===== config.mk =====
export PLATFORM = sky130hd
export DESIGN_NAME = mimo_readout
export DESIGN_NICKNAME = d
export VERILOG_FILES = /design/src/rtl/mimo_readout.sv
export SDC_FILE = /design/constraint.sdc
export NUM_CORES = 1
export LEC_CHECK = 0
export CAP_MARGIN = 20
export CORE_AREA = 4 4 262 264
export DETAILED_ROUTE_END_ITERATION = 7
export DIE_AREA = 0 0 266 268
export PLACE_DENSITY = 0.39
export SLEW_MARGIN = 0
export SYNTH_ARGS = -nofsm -noshare
export SYNTH_HDL_FRONTEND = slang
export SYNTH_SLANG_ARGS = --single-unit

===== constraint.sdc =====
create_clock -name clk -period 8.43 [get_ports clk]
set_input_delay 1.686 -clock clk [delete_from_list [all_inputs] [get_ports clk]]
set_output_delay 1.686 -clock clk [all_outputs]
set_load 0.005 [all_outputs]

===== src/rtl/mimo_readout.sv =====
// ============================================================================
// mimo_readout: sequential unit-major readout of a bank of RAM units into a
// valid/ready stream, with optional clear-on-read.  Rev 1.0
// ============================================================================
`default_nettype none

module mimo_readout #(
  parameter int datBit   = 17,
  parameter int addrBit  = 9,
  parameter int totUnits = 31,
  localparam int UW      = (totUnits > 0) ? $clog2(totUnits + 1) : 1
) (
  input  logic                           clk,
  input  logic                           rst_n,
  input  logic                           start,
  input  logic                           clr_en,
  output logic                           busy,
  output logic                           done,
  output logic [addrBit:0]               ram_ra,
  input  logic [totUnits:0][datBit:0]    ram_rd,
  output logic [totUnits:0]              ram_we,
  output logic [addrBit:0]               ram_wa,
  output logic [datBit:0]                ram_wd,
  output logic [datBit:0]                m_data,
  output logic [UW-1:0]                  m_unit,
  output logic [addrBit:0]               m_addr,
  output logic                           m_valid,
  input  logic                           m_ready,
  output logic                           m_last
);

  typedef enum logic [1:0] {
    S_IDLE  = 2'd0,
    S_SCAN  = 2'd1,
    S_DRAIN = 2'd2,
    S_DONE  = 2'd3
  } state_t;

  state_t r_state;
  state_t w_state_nxt;

  // Issue-side counters and latched clear mode
  logic [addrBit:0] r_addr;
  logic [UW-1:0]    r_unit;
  logic             r_clr;

  // Tag of the read whose data arrives on ram_rd this cycle
  logic             r_pend_vld;
  logic [UW-1:0]    r_pend_unit;
  logic [addrBit:0] r_pend_addr;
  logic             r_pend_last;

  // Two-entry output FIFO
  logic [datBit:0]  r_f_data [2];
  logic [UW-1:0]    r_f_unit [2];
  logic [addrBit:0] r_f_addr [2];
  logic             r_f_last [2];
  logic             r_wp;
  logic             r_rp;
  logic [1:0]       r_cnt;

  logic             w_pop;
  logic [2:0]       w_occ;
  logic             w_issue;
  logic             w_last_issue;

  assign w_pop        = (r_cnt != 2'd0) && m_ready;
  assign w_occ        = {1'b0, r_cnt} + {2'b00, r_pend_vld} - {2'b00, w_pop};
  assign w_issue      = (r_state == S_SCAN) && (w_occ < 3'd2);
  assign w_last_issue = (r_unit == UW'(totUnits)) && (&r_addr);

  assign ram_ra  = r_addr;
  assign ram_wa  = r_addr;
  assign ram_wd  = '0;

  assign m_valid = (r_cnt != 2'd0);
  assign m_data  = r_f_data[r_rp];
  assign m_unit  = r_f_unit[r_rp];
  assign m_addr  = r_f_addr[r_rp];
  assign m_last  = r_f_last[r_rp];

  always_ff @(posedge clk or negedge rst_n) begin
    if (!rst_n) begin
      r_state <= S_IDLE;
    end else begin
      r_state <= w_state_nxt;
    end
  end

  always_comb begin
    w_state_nxt = r_state;
    busy        = 1'b0;
    done        = 1'b0;
    ram_we      = '0;
    case (r_state)
      S_IDLE: begin
        if (start) w_state_nxt = S_SCAN;
      end
      S_SCAN: begin
        busy = 1'b1;
        if (w_issue && w_last_issue) w_state_nxt = S_DRAIN;
      end
      S_DRAIN: begin
        busy = 1'b1;
        if (w_pop && r_f_last[r_rp]) w_state_nxt = S_DONE;
      end
      S_DONE: begin
        done        = 1'b1;
        w_state_nxt = S_IDLE;
      end
      default: w_state_nxt = S_IDLE;
    endcase
    // Write port clears the very location being read; RAM returns old data
    for (int u = 0; u <= totUnits; u++) begin
      if (r_unit == UW'(u)) ram_we[u] = w_issue && r_clr;
    end
  end

  always_ff @(posedge clk or negedge rst_n) begin
    if (!rst_n) begin
      r_addr <= '0;
      r_unit <= '0;
      r_clr  <= 1'b0;
    end else begin
      if ((r_state == S_IDLE) && start) r_clr <= clr_en;
      if (w_issue) begin
        if (&r_addr) begin
          r_addr <= '0;
          r_unit <= w_last_issue ? '0 : r_unit + UW'(1);
        end else begin
          r_addr <= r_addr + 1'b1;
        end
      end
    end
  end

  always_ff @(posedge clk or negedge rst_n) begin
    if (!rst_n) begin
      r_pend_vld  <= 1'b0;
      r_pend_unit <= '0;
      r_pend_addr <= '0;
      r_pend_last <= 1'b0;
    end else begin
      r_pend_vld <= w_issue;
      if (w_issue) begin
        r_pend_unit <= r_unit;
        r_pend_addr <= r_addr;
        r_pend_last <= w_last_issue;
      end
    end
  end

  always_ff @(posedge clk or negedge rst_n) begin
    if (!rst_n) begin
      for (int i = 0; i < 2; i++) begin
        r_f_data[i] <= '0;
        r_f_unit[i] <= '0;
        r_f_addr[i] <= '0;
        r_f_last[i] <= 1'b0;
      end
      r_wp  <= 1'b0;
      r_rp  <= 1'b0;
      r_cnt <= 2'd0;
    end else begin
      if (r_pend_vld) begin
        r_f_data[r_wp] <= ram_rd[r_pend_unit];
        r_f_unit[r_wp] <= r_pend_unit;
        r_f_addr[r_wp] <= r_pend_addr;
        r_f_last[r_wp] <= r_pend_last;
        r_wp           <= ~r_wp;
      end
      if (w_pop) r_rp <= ~r_rp;
      r_cnt <= r_cnt + {1'b0, r_pend_vld} - {1'b0, w_pop};
    end
  end

endmodule

`default_nettype wire


# Word level (Yosys, flattened, before mapping)
# Cells that the tools add are included.
# classes
n_addsub	6
order_cmp	5
eq_ne	37
mux	66
bitwise	4
reduce_logical	15
# op_table
operator	n
$bmux W18 S5	1
$mux W18	5
$eq A5 B5 Y1 const B	16
$mux W10	5
$eq A5 B4 Y1 const B	8
$mux W1	38
$bwmux W36	1
$mux W5	5
$bwmux W20	1
$eq A5 B3 Y1 const B	4
$demux W18 S1	1
$reduce_and A11 Y1	1
$add A10 B1 Y10 const B	1
$bwmux W10	1
$demux W10 S1	1
$eq A5 B2 Y1 const B	2
$reduce_and A10 Y1	1
$logic_and A1 B1 Y1	8
$pmux W2 S4	1
$lt A5 B6 Y1 const B	1
$mux W2	3
$add A5 B1 Y5 const B	1
$demux W5 S1	1
$eq A5 B1 Y1 const B	1
other kinds (20)	25
# word_totals
reg_bits	107
in_bits	581
output_inout_bits	107

# Longest topological paths before layout
# Gate-level depths: netlist of run 1.
# depth
depth_word	8
ltp_mapped	12
ltp_nobuf	12

# Worst setup path after synthesis of run 1
# Ideal clock, no wire load.
# synth_path
kind	input-to-output
from	input port m_ready
to	output port ram_we[17]
arrival_time_ps	3870
t_required_ps	6744
setup_slack_ps	2874
path_stages	12
path_cell_list	o21ai_0 -> inv_1 -> ha_1 -> inv_1 -> ha_1 -> fa_1 -> xor2_1 -> nand3b_1 -> inv_2 -> clkbuf_1 -> nand4_1 -> nor3_1
# synth_between
elab_chain_len	6
# synth_rtl
element	line_no	text
start: declaration	28	input logic m_ready,
$logic_and A1 B1 Y1	67	assign w_pop = (r_cnt != 2'd0) && m_ready;
net w_pop	62	logic w_pop;
$sub A3 B1 Y3	68	assign w_occ = {1'b0, r_cnt} + {2'b00, r_pend_vld} - {2'b00, w_pop};
$lt A3 B2 Y1	69	assign w_issue = (r_state == S_SCAN) && (w_occ < 3'd2);
$logic_and A1 B1 Y1	69	
$logic_and A1 B1 Y1	115	if (r_unit == UW'(u)) ram_we[u] = w_issue && r_clr;
$mux W1	115	
end: declaration	21	output logic [totUnits:0] ram_we,
# The timed path passes the listed nets, and every way through them passes these cells.

# Worst setup path after layout of run 1
# layout_path
from	input port m_ready
to	output port ram_we[18]
# Same word-level chain as after synthesis.

==> summary.txt, run 1 <==
Detailed routing
  • First drt pass iteration count: 4
  • Final ANT Viol Nets: 0
  • Drt total wl: 74.0 mm
  • DR WL/cell: 29.0 µm
  • Initial DRC count: 580
  • Via-per-instance ratio: 4.30
  • Drc violations: 0
  • Via count: 11,000

Power
  • Peak supply drop: 0.152 mV
  • Pwr Density: 208 nW/µm²
  • Leakage: 7.18 nW

Floorplanning
  • Core Rows: 95
  • Core region area: 66,600 µm²
  • Initial Util: 15.5%
  • Die X: 266 µm
  • Die Span Y: 268 µm
  • Io pins: 688
  • DIE AREA: 71,300 µm²

Critical path
  • Critical path class: input pin to primary output
  • Critical Path End Type: primary output
  • CP Cell Sequence: clkdlybuf4s50_1 -> o21ai_0 -> inv_1 -> ha_1 -> inv_1 -> ha_1 -> fa_1 -> xor2_1 -> nand3b_1 -> inv_2 -> buf_4 -> nand4_1 -> nor3_1 -> clkdlybuf4s50_1
  • Req. time, crit path: 6.74 ns
  • Highest-delay cell along the critical path: clkdlybuf4s50_1
  • Worst-path maximum fanout: 26
  • Max incr delay on CP: 0.55 ns
  • Crit start category: input pin
  • Critical path arrival: 5.14 ns

Logic synthesis
  • Synth Flop Type: dfrtp_1
  • Sequential fraction of the synthesis area: 26.0%
  • Area leader, netlist: mux2i_1
  • Synth Instances: 1,051
  • Synth area leaders: mux2i_1 (28%), dfrtp_1 (26%), a22oi_1 (10%), mux2_2 (9.3%), a21oi_1 (3.6%)
  • Flops & latches, synth: 107
  • Async S/R FF share, synth: 100%
  • Synthesized area per cell: 9.81 µm²
  • Cell with the most instances after synthesis: mux2i_1
  • Yosys Warn Count: 0
  • Commonest cells in the netlist: mux2i_1 (288), a22oi_1 (144), dfrtp_1 (107), mux2_2 (85), a21oi_1 (74)
  • EDFF count, synth: 0
  • Share of the synthesized area in the top cell type: 28.0%
  • Cell variety after synth: 47
  • Post-synthesis cell area: 10,300 µm²

GRT
  • Number of global-route vias before repair: 11,700
  • Grt ovf: 0
  • First-pass GRT wire length: 97.3 mm
  • Initial antenna violation count: 69
  • Total track usage: 19.5%
  • Largest net degree at the start of global routing: 79

Clock tree
  • # hold bufs at CTS: 0
  • Num CTS Buffers: 9
  • Gates resized, CTS repair: 0
  • Post-CTS Setup Bufs: 0
  • H-tree levels: 3
  • Clk root buf: clkbuf_16
  • Clock transition at the registers of the reported paths: 0.07 ns
  • Skew-Pair Late Insertion Delay: 0.36 ns
  • Clock sinks: 107
  • CTS tree: built
  • Clock Tree Buf Depth: 2

Layout
  • Share of layout cells above drive strength 1: 8.24%
  • FF+latch area: 2680 µm²
  • Final instance area: 17,800 µm²
  • Filler Cell Count: 7,049
  • Layout area overhead: 73.1%
  • Final net count: 2,241
  • Area occupied by multi-input gates: 6790 µm²

Job
  • Max_cap viols: 0

Timing
  • RSZ-0062 raised after global routing: false
  • Period utilization: 80.9%
  • Final Hold Fails: 0
  • Setup TNS: 0 ns
  • Hold_ws: 0.488 ns
  • Clk_skew: 0.00965 ns
  • Worst slew margin: 30.0%
  • Fin. max-slew vios: 0
  • Setup Viol. Count Final: 0
  • Tmin final: 6.82 ns
  • Fmax: 147 MHz
  • Slew at the pin closest to its max-slew limit: 1.05 ns

Place
  • GP Congestion: 0.862
  • Port Buffers: 669
  • Placed cell area: 17,500 µm²
  • Final HPWL DP: 61.6 mm

Min path
  • HP Class: flop to flop

Status
  • Status: finished clean
-- metal layers --
| layer | global-route usage, % | wire length (µm) | up-vias |
|---|---|---|---|
| met1 | 21.3 | 28000 | 5273 |
| met5 | 0 | 356 | - |
| met4 | 5.41 | 1050 | 58 |
| li1 | - | - | 5150 |
| met3 | 11.3 | 8870 | 96 |
| met2 | 32.2 | 35800 | 422 |
-- layout by cell type (no fill, tap or decap), types with 3 or more instances in the layout --
cell             Yosys  layout
a21oi_1             74      74
a22oi_1            144     144
and2_1               4       3
and3_1               3       3
buf_4               37      15
clkbuf_16            0       9
clkdlybuf4s50_1      0     668
conb_1               1      18
dfrtp_1            107     105
diode_2              0      32
ha_1                14      14
inv_1               13      13
mux2_1              19      19
mux2_2              85      85
mux2i_1            288     288
nand2_1             63      62
nand2b_1             4       4
nand3_1              7       7
nand4_1              5       5
nor2_1              29      28
nor2b_4              0       3
nor3_1               5       5
nor4_1              19      19
nor4_2               3       3
o21ai_0             12      12
or3_1                4       4
xnor2_1              5       5
xor2_1               5       5
-- cells by family (layout without fill, tap and decap cells) --
family	after synthesis	after routing	share of synthesized area (%)
AOI/OAI and AO/OA	235	235	15.1
xor gates and xnor gates	10	10	0.850
adders and majority gates	15	15	1.89
buffers and inverters	133	715	9.14
DFF	107	107	26.0
muxes	392	392	39.3
other	1	50	0.0364
and+or+nand+nor	158	158	7.71
-- per-stage QoR --
step	utilization [%]	std cells	setup WS (ns)	power [mW]
after floorplan	-	1068	2.87	2.43
after global placement	26.2	2507	1.51	3.32
after detailed placement	26.2	2507	1.54	3.34
after CTS	26.7	2523	1.53	3.80
after global routing	26.7	2539	1.31	3.97
final	26.8	2555	1.61	3.72
-- registers in the layout, indices dropped and copies added (netlist names) --
signal       count
r_clr            1
r_cnt            2
r_f_addr        20
r_f_data        36
r_f_last         2
r_f_unit        10
r_pend_addr     10
r_pend_last      1
r_pend_unit      5
r_pend_vld       1
r_rp             1
r_state          2
r_unit           5
r_wp             1
ram_ra          10
-- power by group --
group	internal [mW]	switching, mW
Sequential	0.663	0.194
Combinational	1.25	1.18
Clock	0.212	0.220
-- layout make-up --
cell class	instances	area share (%)
clock inverters	7	0.449
clock buffers	9	1.26
diodes	32	0.449
repair buffers	685	38.3
well taps	873	6.12
multi-input cells	828	38.0
flip-flops and latches	107	15.0
inverters	14	0.295
-- critical path: cells and delay by family --
family / cells / cell delay, ns
fa+ha+maj: 3 / 0.87
simple gates: 3 / 0.74
buf+inv: 6 / 1.54
compound gates: 1 / 0.12
xor+xnor: 1 / 0.17
-- final timing paths --
kind	slack, ns	end	cells past startpoint	startpoint
worst max-delay path	1.61	ram_we[18]	14	m_ready
worst min-delay path	0.49	r_f_last[0]$_DFFE_PN0P_	2	r_f_last[0]$_DFFE_PN0P_
worst max register to register	4.57	r_f_data[33]$_DFFE_PN0P_	6	r_pend_unit[1]$_DFFE_PN0N_
worst min register to register	0.49	r_f_last[0]$_DFFE_PN0P_	2	r_f_last[0]$_DFFE_PN0P_
max in group asynchronous	5.79	r_pend_unit[1]$_DFFE_PN0N_	2	rst_n
min in group asynchronous	1.37	r_f_addr[10]$_DFFE_PN0P_	1	rst_n
No activity file was read; power rests on OpenSTA's default activity.
==> inputs of run 2 (changes only) <==
Settings changed: PLACE_DENSITY 0.39 to 0.41.
Clock period 8.43 ns to 6.01 ns, I/O delays scaled along.
==> run 2 against run 1 <==
  * Sequential share of layout area hardly changed
  * Critical path type unchanged
  * Power is 41% higher
  * Largest cell class unchanged
  * First-iteration DRC count is 0.86% lower
  * Highest routed layer unchanged
  * Critical endpoint is now ram_we[17]
==> summary.txt, run 2 (synthesis gave the netlist of run 1 again) <==
Place
  • GP Congestion: 0.851
  • Pre-CTS setup slack: 0.381 ns
  • Final HPWL DP: 59.6 mm
  • Placed cell area: 17,500 µm²
  • Port Buffers: 669
  • Placed insts: 2,509

Detailed routing
  • Drt total wl: 71.4 mm
  • Initial DRC count: 575
  • Via-per-instance ratio: 4.26
  • First drt pass iteration count: 4
  • Final ANT Viol Nets: 0
  • DR WL/cell: 28.0 µm
  • Via count: 10,900
  • Drc violations: 0

Clock tree
  • Clock transition at the registers of the reported paths: 0.08 ns
  • Gates resized, CTS repair: 0
  • H-tree levels: 3
  • Clk root buf: clkbuf_16
  • Clock Tree Buf Depth: 2
  • # hold bufs at CTS: 0
  • CTS tree: built
  • Post-CTS Setup Bufs: 0
  • Clock sinks: 107
  • Num CTS Buffers: 9
  • Skew-Pair Late Insertion Delay: 0.36 ns

Critical path
  • Critical path class: input pin to primary output
  • FF-to-FF setup slack: 2.40 ns
  • Critical Path End Type: primary output
  • Worst setup startpoint: m_ready
  • R2R Path Start: r_pend_unit[1]$_DFFE_PN0N_
  • Max incr delay on CP: 0.53 ns
  • R2r worst-path depth: 6
  • Crit start category: input pin
  • Worst-path maximum fanout: 26
  • RR Endpoint: r_f_data[18]$_DFFE_PN0P_
  • Highest-delay cell along the critical path: clkdlybuf4s50_1
  • Critical path arrival: 4.43 ns
  • CP Cell Sequence: clkdlybuf4s50_1 -> o21ai_0 -> inv_1 -> ha_1 -> inv_1 -> ha_1 -> fa_1 -> xor2_1 -> nand3b_1 -> inv_2 -> buf_4 -> nand4_1 -> nor3_1 -> clkdlybuf4s50_1
  • Req. time, crit path: 4.81 ns

GRT
  • Number of global-route vias before repair: 11,500
  • Grt ovf: 0
  • First-pass GRT wire length: 94.4 mm
  • Largest net degree at the start of global routing: 95
  • Initial antenna violation count: 57
  • Total track usage: 18.8%

Timing
  • RSZ-0062 raised after global routing: false
  • Setup Viol. Count Final: 0
  • Fin. max-slew vios: 0
  • Setup TNS: 0 ns
  • Slew at the pin closest to its max-slew limit: 1.18 ns
  • Setup ws final: 0.382 ns
  • Hold_ws: 0.486 ns
  • Period utilization: 93.6%
  • Clk_skew: 0.00968 ns
  • Worst slew margin: 20.4%
  • Tmin final: 5.63 ns
  • Fmax: 178 MHz
  • Final Hold Fails: 0

Status
  • Status: finished clean

Min path
  • Hold endpoint: r_f_last[0]$_DFFE_PN0P_
  • WHS Path Cells: 2
  • Hold Startpoint: r_f_last[0]$_DFFE_PN0P_
  • HP Class: flop to flop

Power
  • Pwr Total: 5.22 mW
  • Peak supply drop: 0.238 mV
  • Pwr Density: 292 nW/µm²
  • Leakage: 7.20 nW

Floorplanning
  • Die X: 266 µm
  • Initial Util: 15.5%
  • Io pins: 688
  • Core Rows: 95
  • Die Span Y: 268 µm
  • DIE AREA: 71,300 µm²
  • Core region area: 66,600 µm²

Layout
  • Area occupied by multi-input gates: 6790 µm²
  • Most frequent cells in the layout: clkdlybuf4s50_1 (668), mux2i_1 (288), a22oi_1 (144)
  • Regs by FF count: r_f_data x36, r_f_addr x20
  • FF+latch area: 2680 µm²
  • Finished Layout Cells: 2,552
  • Largest register by flop count: r_f_data
  • Final instance area: 17,900 µm²
  • Filler Cell Count: 7,091
  • Most common cell after layout, fill and taps aside: clkdlybuf4s50_1
  • Final Util: 26.8%
  • Share of layout cells above drive strength 1: 8.35%
  • Final net count: 2,243
  • Max reg flops: 36
  • Layout area overhead: 73.3%

Job
  • Max_cap viols: 0
-- run 2: cell count changes in the layout (fill, tap and decap cells not counted), sizes merged --
cell,delta
buf,+2
clkinv,+1
clkinvlp,-1
diode,-5
-- run 2: where the power goes --
group	switching [mW]	internal [mW]
combinational	1.68	1.74
sequential	0.241	0.930
clock	0.321	0.302
total	2.24	2.98
-- run 2: critical path: cells and delay by family --
kind	cells	cell delay, ns
AND/OR/NAND/NOR	3	0.59
AO/OA/AOI/OAI	1	0.14
buffers and inverters	6	1.45
adder cells (fa/ha/maj)	3	0.88
XOR/XNOR	1	0.16
-- run 2: cell type report --
cell class / instances / share of cell area (%)
Antenna cell: 27 / 0.378
Clock buffer: 9 / 1.26
Clock inverter: 7 / 0.511
Inverter: 14 / 0.294
Multi-Input combinational cell: 828 / 38.0
Sequential cell: 107 / 15.0
Tap cell: 873 / 6.11
Timing Repair Buffer: 687 / 38.4
-- run 2: layer usage --
layer | global-route usage [%] | vias to the layer above | routed length, µm
li1 | - | 5138 | -
met4 | 5.16 | 44 | 1430
met5 | 0 | - | 276
met3 | 10.5 | 87 | 8270
met1 | 20.5 | 5216 | 26900
met2 | 31.6 | 398 | 34600
-- run 2: worst max path at each step --
stage,to,slack (ns),cells past startpoint
2_1_floorplan,ram_we[17],1.42,12
3_3_place_gp,ram_we[17],0.39,14
3_5_place_dp,ram_we[17],0.38,14
4_1_cts,ram_we[17],0.36,14
5_1_grt,ram_we[17],0.18,14
6_report,ram_we[17],0.38,14
==> inputs of run 3 (changes only) <==
Settings changed: ABC_CLOCK_PERIOD_IN_PS set to 6010.
==> results of run 3 <==
Same layout as run 2: the final DEF is identical, and so are final timing and power.
